<file path="src/rtl/div_pkg.sv">
// -----------------------------------------------------------------------------
// div_pkg
// Shared definitions for the sequential sign-magnitude restoring divider:
// default operand widths, the controller state encoding, the display sign
// codes and the helper that turns the quotient sign into a display code.
// -----------------------------------------------------------------------------
package div_pkg;

    // Dividend / quotient magnitude width (matches the multiplier product).
    localparam int DVD_W_DEF = 14;
    // Divisor width including its sign bit.
    localparam int DVS_W_DEF = 8;
    // Width of the step counter for the default dividend width.
    localparam int CNT_W     = $clog2(DVD_W_DEF);

    // Display sign codes shared with the multiplier result path.
    localparam logic [3:0] SIGN_MINUS = 4'b1010;
    localparam logic [3:0] SIGN_PLUS  = 4'b0000;

    // Controller states.
    typedef enum logic [1:0] {
        IDLE = 2'b00,
        RUN  = 2'b01,
        DONE = 2'b10
    } div_state_e;

    // Display sign for a finished division. A zero quotient is always shown
    // as positive so the display never shows a negative zero; a divide-by-zero
    // result is also shown as positive.
    function automatic logic [3:0] sign_code(input logic sign_xor,
                                             input logic quot_nonzero,
                                             input logic div_zero);
        logic [3:0] code;
        if (sign_xor && quot_nonzero && !div_zero) begin
            code = SIGN_MINUS;
        end else begin
            code = SIGN_PLUS;
        end
        return code;
    endfunction

endpackage

</file>
<file path="src/rtl/seq_divider_restoring_div_step.sv">
// -----------------------------------------------------------------------------
// restoring_div_step
// One combinational restoring-division step.
//   rem_i  : current partial remainder (DVS_W bits)
//   bit_i  : next dividend bit, taken from the top of the shift register
//   dvs_i  : divisor magnitude (DVS_W-1 bits)
//   rem_o  : partial remainder after the step
//   q_o    : quotient bit produced by the step
// -----------------------------------------------------------------------------
module restoring_div_step
    import div_pkg::*;
#(
    parameter int DVS_W = DVS_W_DEF
) (
    input  logic [DVS_W-1:0] rem_i,
    input  logic             bit_i,
    input  logic [DVS_W-2:0] dvs_i,
    output logic [DVS_W-1:0] rem_o,
    output logic             q_o
);

    // The remainder entering a step is always below the divisor, so its top
    // bit is zero and the shifted value fits in DVS_W bits. The compare is
    // still done one bit wider so the step is exact for any input.
    logic [DVS_W:0] p_wide_s;
    logic [DVS_W:0] dvs_wide_s;
    logic [DVS_W:0] diff_s;

    // Trial subtraction: keep the difference when it does not go negative.
    always_comb begin
        p_wide_s   = {rem_i, bit_i};
        dvs_wide_s = {2'b00, dvs_i};
        diff_s     = p_wide_s - dvs_wide_s;
        if (p_wide_s >= dvs_wide_s) begin
            q_o   = 1'b1;
            rem_o = diff_s[DVS_W-1:0];
        end else begin
            q_o   = 1'b0;
            rem_o = p_wide_s[DVS_W-1:0];
        end
    end

endmodule

</file>
<file path="src/rtl/seq_divider.sv">
// -----------------------------------------------------------------------------
// seq_divider
// Sequential sign-magnitude restoring divider, one quotient bit per clock.
// Takes the multiplier's product format (magnitude + sign flag) as dividend
// and an 8-bit sign-magnitude divisor; returns quotient magnitude, remainder
// magnitude and the 4-bit display sign code.
//
// Ports:
//   clock         rising-edge clock
//   reset         synchronous active-high reset
//   start         request, honoured in IDLE and in DONE once done is high
//   dividend_mag  dividend magnitude
//   dividend_neg  dividend sign (1 = negative)
//   divisor       sign-magnitude divisor, [DVS_W-1] sign
//   busy          high while iterating
//   done          result valid, held until the next accepted start
//   quotient      quotient magnitude
//   remainder     remainder magnitude
//   sign          SIGN_MINUS for a negative nonzero quotient, else SIGN_PLUS
//   div_err       divide-by-zero flag
//
// Build option: define DIV_ZERO_DETECT_EN to short-circuit a zero divisor
// magnitude straight to DONE with div_err set. Without it a zero divisor runs
// the normal iteration and div_err stays low.
// -----------------------------------------------------------------------------
module seq_divider
    import div_pkg::*;
#(
    parameter int DVD_W = DVD_W_DEF,
    parameter int DVS_W = DVS_W_DEF
) (
    input  logic             clock,
    input  logic             reset,
    input  logic             start,
    input  logic [DVD_W-1:0] dividend_mag,
    input  logic             dividend_neg,
    input  logic [DVS_W-1:0] divisor,
    output logic             busy,
    output logic             done,
    output logic [DVD_W-1:0] quotient,
    output logic [DVS_W-2:0] remainder,
    output logic [3:0]       sign,
    output logic             div_err
);

    localparam int CW = $clog2(DVD_W);
    localparam logic [CW-1:0] CNT_LOAD = CW'(DVD_W - 1);

    div_state_e       state_q,   state_d;
    logic [CW-1:0]    cnt_q,     cnt_d;
    logic [DVS_W-1:0] rem_w_q,   rem_w_d;    // working partial remainder
    logic [DVD_W-1:0] shreg_q,   shreg_d;    // dividend in, quotient out
    logic [DVS_W-2:0] dvs_q,     dvs_d;
    logic             sxor_q,    sxor_d;
    logic             divz_q,    divz_d;
    logic             busy_q,    busy_d;
    logic             done_q,    done_d;
    logic [DVD_W-1:0] quot_q,    quot_d;
    logic [DVS_W-2:0] rem_q,     rem_d;
    logic [3:0]       sign_q,    sign_d;
    logic             div_err_q, div_err_d;

    logic [DVS_W-1:0] step_rem_s;
    logic             step_qbit_s;
    logic             accept_s;
    logic             dvs_zero_s;

    restoring_div_step #(
        .DVS_W (DVS_W)
    ) u_step (
        .rem_i (rem_w_q),
        .bit_i (shreg_q[DVD_W-1]),
        .dvs_i (dvs_q),
        .rem_o (step_rem_s),
        .q_o   (step_qbit_s)
    );

    // A new request is taken in IDLE, or in DONE once the previous result has
    // been published, so every result is visible for at least one cycle.
    always_comb begin
        if (start && ((state_q == IDLE) || ((state_q == DONE) && done_q))) begin
            accept_s = 1'b1;
        end else begin
            accept_s = 1'b0;
        end
    end

    // Zero-divisor detection is compiled in only when the option is enabled.
    always_comb begin
`ifdef DIV_ZERO_DETECT_EN
        if (divisor[DVS_W-2:0] == {(DVS_W-1){1'b0}}) begin
            dvs_zero_s = 1'b1;
        end else begin
            dvs_zero_s = 1'b0;
        end
`else
        dvs_zero_s = 1'b0;
`endif
    end

    // Controller and datapath next-state logic.
    always_comb begin
        state_d   = state_q;
        cnt_d     = cnt_q;
        rem_w_d   = rem_w_q;
        shreg_d   = shreg_q;
        dvs_d     = dvs_q;
        sxor_d    = sxor_q;
        divz_d    = divz_q;
        busy_d    = busy_q;
        done_d    = done_q;
        quot_d    = quot_q;
        rem_d     = rem_q;
        sign_d    = sign_q;
        div_err_d = div_err_q;

        if (accept_s) begin
            // Latch operands; inputs are free to change after this edge.
            dvs_d     = divisor[DVS_W-2:0];
            sxor_d    = dividend_neg ^ divisor[DVS_W-1];
            done_d    = 1'b0;
            div_err_d = 1'b0;
            rem_w_d   = {DVS_W{1'b0}};
            if (dvs_zero_s) begin
                shreg_d = {DVD_W{1'b1}};
                divz_d  = 1'b1;
                cnt_d   = {CW{1'b0}};
                busy_d  = 1'b0;
                state_d = DONE;
            end else begin
                shreg_d = dividend_mag;
                divz_d  = 1'b0;
                cnt_d   = CNT_LOAD;
                busy_d  = 1'b1;
                state_d = RUN;
            end
        end else begin
            case (state_q)
                IDLE: begin
                    state_d = IDLE;
                end
                RUN: begin
                    // Dividend bits leave at the top while quotient bits enter
                    // at the bottom; after DVD_W steps the register is the quotient.
                    rem_w_d = step_rem_s;
                    shreg_d = {shreg_q[DVD_W-2:0], step_qbit_s};
                    if (cnt_q == {CW{1'b0}}) begin
                        busy_d  = 1'b0;
                        state_d = DONE;
                    end else begin
                        cnt_d   = cnt_q - {{(CW-1){1'b0}}, 1'b1};
                    end
                end
                DONE: begin
                    // Publish the result once on the first DONE cycle.
                    if (!done_q) begin
                        quot_d    = shreg_q;
                        rem_d     = rem_w_q[DVS_W-2:0];
                        sign_d    = sign_code(sxor_q, (shreg_q != {DVD_W{1'b0}}), divz_q);
                        div_err_d = divz_q;
                        done_d    = 1'b1;
                    end else begin
                        done_d    = 1'b1;
                    end
                end
                default: begin
                    state_d = IDLE;
                    busy_d  = 1'b0;
                end
            endcase
        end
    end

    // State and output registers with synchronous reset.
    always_ff @(posedge clock) begin
        if (reset) begin
            state_q   <= IDLE;
            cnt_q     <= {CW{1'b0}};
            rem_w_q   <= {DVS_W{1'b0}};
            shreg_q   <= {DVD_W{1'b0}};
            dvs_q     <= {(DVS_W-1){1'b0}};
            sxor_q    <= 1'b0;
            divz_q    <= 1'b0;
            busy_q    <= 1'b0;
            done_q    <= 1'b0;
            quot_q    <= {DVD_W{1'b0}};
            rem_q     <= {(DVS_W-1){1'b0}};
            sign_q    <= SIGN_PLUS;
            div_err_q <= 1'b0;
        end else begin
            state_q   <= state_d;
            cnt_q     <= cnt_d;
            rem_w_q   <= rem_w_d;
            shreg_q   <= shreg_d;
            dvs_q     <= dvs_d;
            sxor_q    <= sxor_d;
            divz_q    <= divz_d;
            busy_q    <= busy_d;
            done_q    <= done_d;
            quot_q    <= quot_d;
            rem_q     <= rem_d;
            sign_q    <= sign_d;
            div_err_q <= div_err_d;
        end
    end

    assign busy      = busy_q;
    assign done      = done_q;
    assign quotient  = quot_q;
    assign remainder = rem_q;
    assign sign      = sign_q;
    assign div_err   = div_err_q;

endmodule
</file>
<file path="config.mk">
export PLATFORM = sky130hd
export DESIGN_NAME = seq_divider
export DESIGN_NICKNAME = d
export VERILOG_FILES = /design/src/rtl/div_pkg.sv /design/src/rtl/seq_divider_restoring_div_step.sv /design/src/rtl/seq_divider.sv
export SDC_FILE = /design/constraint.sdc
export NUM_CORES = 1
export LEC_CHECK = 0
export CAP_MARGIN = 10
export CORE_MARGIN = 5
export CORE_UTILIZATION = 32
export DETAILED_ROUTE_END_ITERATION = 7
export HOLD_SLACK_MARGIN = 0.08
export MAX_ROUTING_LAYER = met4
export PLACE_DENSITY = 0.52
export SLEW_MARGIN = 40
export SYNTH_ARGS = -nofsm -noshare
export SYNTH_HDL_FRONTEND = slang
export SYNTH_SLANG_ARGS = --single-unit
</file>
<file path="constraint.sdc">
create_clock -name clock -period 2.85 [get_ports clock]
set_input_delay 0.285 -clock clock [delete_from_list [all_inputs] [get_ports clock]]
set_output_delay 0.285 -clock clock [all_outputs]
set_load 0.03 [all_outputs]
</file>
==> qor.csv, run 1 <==
metric,value,unit
status,finished clean,
Routed WL per cell,14.26,um
Pre-antenna DRT Iters,4,
reg2reg start,rem_w_q[3],
switching power total,687.6,uW
largest net degree at the start of global routing,34,
initial antenna violation count,0,
# H-tree levels,3,
WL final,7058,um
Commonest cells post-synth,"nand2_1 (76), dfxtp_1 (60), a21oi_1 (50), nor2_1 (18), clkbuf_1 (15)",
die height,102.7,um
antenna cells,0,
area share of the largest cell type after synthesis,43.66,%
Initial Util,33.15,%
final net count,420,
met2 Track Usage GR,20.46,%
adder-cell area share of the yosys netlist,4.366,%
Die ar.,0.01055,sq mm
HP Class,in -> reg,
Total Power,2290,uW
synth warn,0,
worst reg-to-reg setup slack,0.64,ns
RePlAce Congestion,0.7997,
fmax,452.4,MHz
DR iter-0 viols,98,
Rows,33,
Crit Path Category,reg -> reg,
CTS buffer count,9,
Worst Path Required,3.12,ns
fin. max-slew vios,0,
Final Hold Violating Endpoints,0,
aggregate global routing overflow,0,
Final WS setup,0.6394,ns
HPWL after DPL,5036,um
sw frac,30.02,%
met1 usage,20.17,%
peak supply drop,0.2768,mV
Final Util,42.89,%
hold path start,reset,
layout cell share with drive strength beyond 1,8.462,%
area growth from synthesis to layout,29.38,%
Hold Crit Endpoint,state_q[0],
Synth Area in Compound Gates,20.33,%
clk_lat worst skew,0.33,ns
met3 GRT Util,3.248,%
register share of total power,40.8,%
Fillers,856,
skew final,0.01035,ns
setup_tns,0,ns
"EDFF count, synth",0,
ys async rst share,0,%
post-synthesis simple-gate area fraction,22.10,%
combinational power share,21.7,%
reg-to-reg endpoint,rem_w_q[0],
Area contributors post-synth,"dfxtp_1 (44%), nand2_1 (10%), a21oi_1 (9.1%)",
cts hold-fix bufs,0,
CP Launch Type,register,
post-synth cell types,44,
min cycle time layout,2.211,ns
syn_area_per_cell,8.140,sq um
ANT nets after route,0,
hold_ws,0.3488,ns
crit end category,register,
largest family of logic cells by synthesized area,simple AND/OR/NAND/NOR gates,
slew margin rel.,59.43,%
xor/xnor share of the synthesized area,1.273,%
vias in the first global route,2369,
CTS root buffer,clkbuf_8,
Worst Hold Depth,2,
Reg2Reg Depth,6,
Core Footprint,0.008299,sq mm
final period utilization,77.56,%
multi-input gate area in the final layout,0.001423,sq mm
RSZ-0062 raised after global routing,no,
CTS tree,yes,
prevailing post-synth register cell,dfxtp_1,
synthesized flop and latch total,60,
top-count cell post-synth,nand2_1,
Residual DRC,0,
Mapped Area,0.002751,sq mm
count of input and output buffers,50,
clk sinks,60,
clock buffer depth,2,
"Clk pin slew, worst setup/hold paths",0.07,ns
global-route wire length before repair,11590,um
PD cells,643.4,mW/mm^2
I/O pins,54,
DR vias,2438,
register area,0.001201,sq mm
Total Routing Usage GR,14.58,%
vias per cell,4.925,
mux cell area share after synthesis,3.047,%
PostCTS Resize Cnt,0,
total of max-cap violations,0,
"Seq/Total Area, Yosys",43.66,%
Leakage,0.001246,uW
busiest grt layer,met2,
cell count after synthesis,338,
Worst Path Arrival,2.48,ns
"worst slack, placed",0.6292,ns
endpoints failing setup,0,
post-CTS setup buffers,0,
Die Wd,102.7,um
Cell Int Power,1603,uW
crit-path max FO,10,
Slew @ Worst Pin,0.6040,ns
cell taking the most area after synthesis,dfxtp_1,
clock share of power,37.6,%
-- per-layer routing --
metal,wire length [um],share of wire (%)
met1,3529,50
met2,3157,45
met5,0,0
met3,268,3.8
met4,103,1.5
-- area by class of cell --
cell class              count  share of cell area, %
multi-input cells         247                  39.96
flip-flops and latches     60                  33.74
repair buffers             56                  15.18
well taps                 105                  3.691
clock buffers               9                  3.480
clock inverters             7                  2.777
inverters                  11                  1.160
-- placed cells by master, fill, tap and decap left out, types with 3 or more instances in the layout --
cell and count:
dfxtp_1 60, nand2b_1 4, buf_4 6, conb_1 3, nand3_1 5, mux2i_1 5
nand3b_1 3, ha_1 8, clkbuf_8 9, nor4_1 3, nor3_1 4, inv_1 11
a31oi_1 3, nor2_1 18, nand2_1 76, a22oi_1 13, nor2b_1 5, a21oi_1 50
o21ai_0 7, mux2_2 3, clkdlybuf4s50_1 49, nand4_1 3, a211oi_1 3
-- cell families (layout without fill, tap and decap cells) --
logic type / count (synthesis) / in the layout
adders and majority gates: 9 / 9
DFF: 60 / 60
buffers and inverters: 33 / 83
muxes: 8 / 8
and+or+nand+nor: 131 / 131
xor gates and xnor gates: 4 / 4
AOI/OAI and AO/OA: 92 / 92
other: 1 / 3
-- flip-flops by register name, summed over array words and instances (netlist names), 2 cells and up --
register,cells
rem_w_q,8
remainder,7
state_q,2
cnt_q,4
shreg_q,14
dvs_q,7
quotient,14
-- power by group through the flow --
stage	Clock [uW]	Sequential (uW)	Combinational (uW)
floorplan	0	948	359
global placement	0	952	495
detailed placement	0	953	498
CTS	885	934	499
global route	928	943	556
finish	861	934	496
-- worst max-delay path: stages, from the launching register on --
cell,delay [ns]
dfxtp_1,0.35
ha_1,0.39
a211oi_2,0.26
nor3b_2,0.10
nor4_4,0.54
mux2_2,0.40
o2bb2ai_1,0.11
-- through the flow --
stage / cells / area, sq um
after floorplan: 340 / 2759
after global placement: 479 / 3334
after detailed placement: 479 / 3337
after CTS: 495 / 3560
after global routing: 495 / 3560
final: 495 / 3560
-- how the worst max path moves through the flow --
| stage | startpoint | endpoint | slack [ns] | cells past startpoint |
|---|---|---|---|---|
| 3_5_place_dp | rem_w_q[3] | rem_w_q[0] | 0.63 | 6 |
| 6_report | rem_w_q[3] | rem_w_q[0] | 0.64 | 6 |
| 3_3_place_gp | dvs_q[2] | rem_w_q[1] | 0.68 | 7 |
| 5_1_grt | rem_w_q[5] | rem_w_q[1] | 0.49 | 6 |
| 2_1_floorplan | dvs_q[4] | rem_w_q[0] | 0.84 | 7 |
| 4_1_cts | rem_w_q[3] | rem_w_q[0] | 0.62 | 6 |
(Power assumes the default switching activity.)
==> run 2: changes to the inputs <==
Clock period 2.85 ns to 2.2 ns, I/O delays scaled along.
==> run 2 against run 1 <==
Against the previous run:
- non-clock buffer count is 7 higher
- sequential cell count unchanged
- utilization up 0.69 points
- sequential share of layout area is 0.54 points lower
- worst hold slack lost 0.0068 ns
- highest routed layer unchanged
==> qor.csv, run 2 (synthesis gave the netlist of run 1 again) <==
metric,value,unit,change
final period utilization,92.62,%,+15 points
PostCTS Resize Cnt,0,,unchanged
die height,102.7,um,unchanged
Die Wd,102.7,um,unchanged
CTS root buffer,clkbuf_8,,
Final WS setup,0.1623,ns,-0.4771 ns
CTS buffer count,9,,unchanged
HP Class,in -> reg,,
"Slowest-stage cell, CP",ha_1,,
CP Buf/Inv Count,1,,+1
total of max-cap violations,0,,unchanged
ANT nets after route,0,,unchanged
WL final,7020,um,-0.54%
Core Footprint,0.008299,sq mm,unchanged
DR iter-0 viols,63,,-36%
fin. max-slew vios,0,,unchanged
Die ar.,0.01055,sq mm,unchanged
PD cells,824.9,mW/mm^2,+28%
vias in the first global route,2278,,-3.8%
initial antenna violation count,0,,unchanged
most frequent cells in the layout,"nand2_1 (76), dfxtp_1 (60), a21oi_1 (50), clkdlybuf4s50_1 (49), nor2_1 (18)",,
clk_lat worst skew,0.34,ns,about the same
clk sinks,60,,unchanged
skew final,0.009125,ns,-0.001223 ns
Final Util,43.59,%,+0.69 points
cell family with most CP delay,adder cells,,
RePlAce Congestion,0.9414,,+18%
cts hold-fix bufs,0,,unchanged
post-CTS setup buffers,0,,unchanged
largest net degree at the start of global routing,28,,-18%
CP Launch Type,register,,
Residual DRC,0,,unchanged
met2 WL,3120,um,-1.2%
highest metal layer with signal wires,met4,,
Worst Path Required,2.42,ns,-0.70 ns
crit path cell chain,"ha_1, a21oi_2, a21oi_2, nor4_4, buf_4, mux2i_1, a21oi_1",,
Worst Path Arrival,2.25,ns,-0.23 ns
status,finished clean,,
RSZ-0062 raised after global routing,no,,
hold_ws,0.3420,ns,-0.006836 ns
endpoints failing setup,0,,unchanged
clock buffer depth,2,,unchanged
fmax,490.8,MHz,+8.5%
Final Hold Violating Endpoints,0,,unchanged
DR WL met3,303,um,+13%
Leakage,0.001281,uW,+2.8%
Crit Path Category,reg -> reg,,
aggregate global routing overflow,0,,unchanged
Rows,33,,unchanged
Metal-1 WL,3514,um,-0.43%
layout cell share with drive strength beyond 1,9.320,%,+0.86 points
CTS tree,yes,,
Routed WL per cell,13.98,um,-1.9%
# H-tree levels,3,,unchanged
HPWL after DPL,5045,um,+0.18%
count of input and output buffers,50,,unchanged
Pre-antenna DRT Iters,4,,unchanged
min cycle time layout,2.038,ns,-0.1729 ns
vias per cell,4.851,,-1.5%
area growth from synthesis to layout,31.47,%,
"leading cell type in the layout, fill and taps excluded",nand2_1,,
"slowest stage delay, CP",0.39,ns,-0.15 ns
"worst slack, placed",0.1664,ns,-0.4628 ns
Initial Util,33.15,%,unchanged
"Clk pin slew, worst setup/hold paths",0.06,ns,about the same
global-route wire length before repair,11280,um,-2.6%
antenna cells,0,,unchanged
crit-path max FO,6,,-4
Total Power,2984,uW,+30%
setup_tns,0,ns,unchanged
crit end category,register,,
Total Routing Usage GR,14.24,%,-0.34 points
most frequent CP cell,a21oi_2,,
final net count,427,,+1.7%
peak supply drop,0.3987,mV,+44%
DR vias,2435,,-0.12%
I/O pins,54,,unchanged
[run 2: changes by cell type in the layout (fill, tap and decap cells not counted), sizes merged]
| cell | change |
|---|---|
| clkinv | -2 |
| buf | +7 |
| inv | -1 |
| clkbuf | +3 |
[run 2: worst reg2reg max path, stage by stage (launching register included)]
cell     delay [ns]
dfxtp_1        0.36
ha_1           0.40
a21oi_2        0.21
a21oi_2        0.10
nor4_4         0.38
buf_4          0.20
mux2i_1        0.19
a21oi_1        0.08
[run 2: stage by stage]
step,instance area [sq um],std cells
after floorplan,2759,340
after global placement,3400,486
after detailed placement,3400,486
after CTS,3617,502
after global routing,3617,502
final,3617,502
[run 2: where the power goes]
part | internal [uW] | switching [uW]
Sequential | 1150 | 59.9
Clock | 668 | 425
Combinational | 319 | 361
[run 2: routing by layer]
metal / vias up / global-route usage, %
met3: 7 / 4.601
met2: 48 / 20.90
li1: 1274 / -
met5: - / -
met1: 1106 / 18.82
met4: 0 / 3.935
[run 2: path summary, 6_finish.rpt]
kind | slack [ns] | endpoint | depth (start not counted) | startpoint
min reg2reg | 0.45 | quotient[1] | 2 | quotient[1]
max | 0.16 | rem_w_q[2] | 7 | rem_w_q[1]
min | 0.34 | dvs_q[3] | 2 | reset
max reg2reg | 0.16 | rem_w_q[2] | 7 | rem_w_q[1]
[run 2: cell type report]
class                           instances  area (sq um)
Fill cell                             835          4682
Clock inverter                          4         72.57
Timing Repair Buffer                   63         605.6
Sequential cell                        60          1201
Clock buffer                           12         145.1
Multi-Input combinational cell        247          1420
Inverter                               11         41.29
Tap cell                              105         131.4
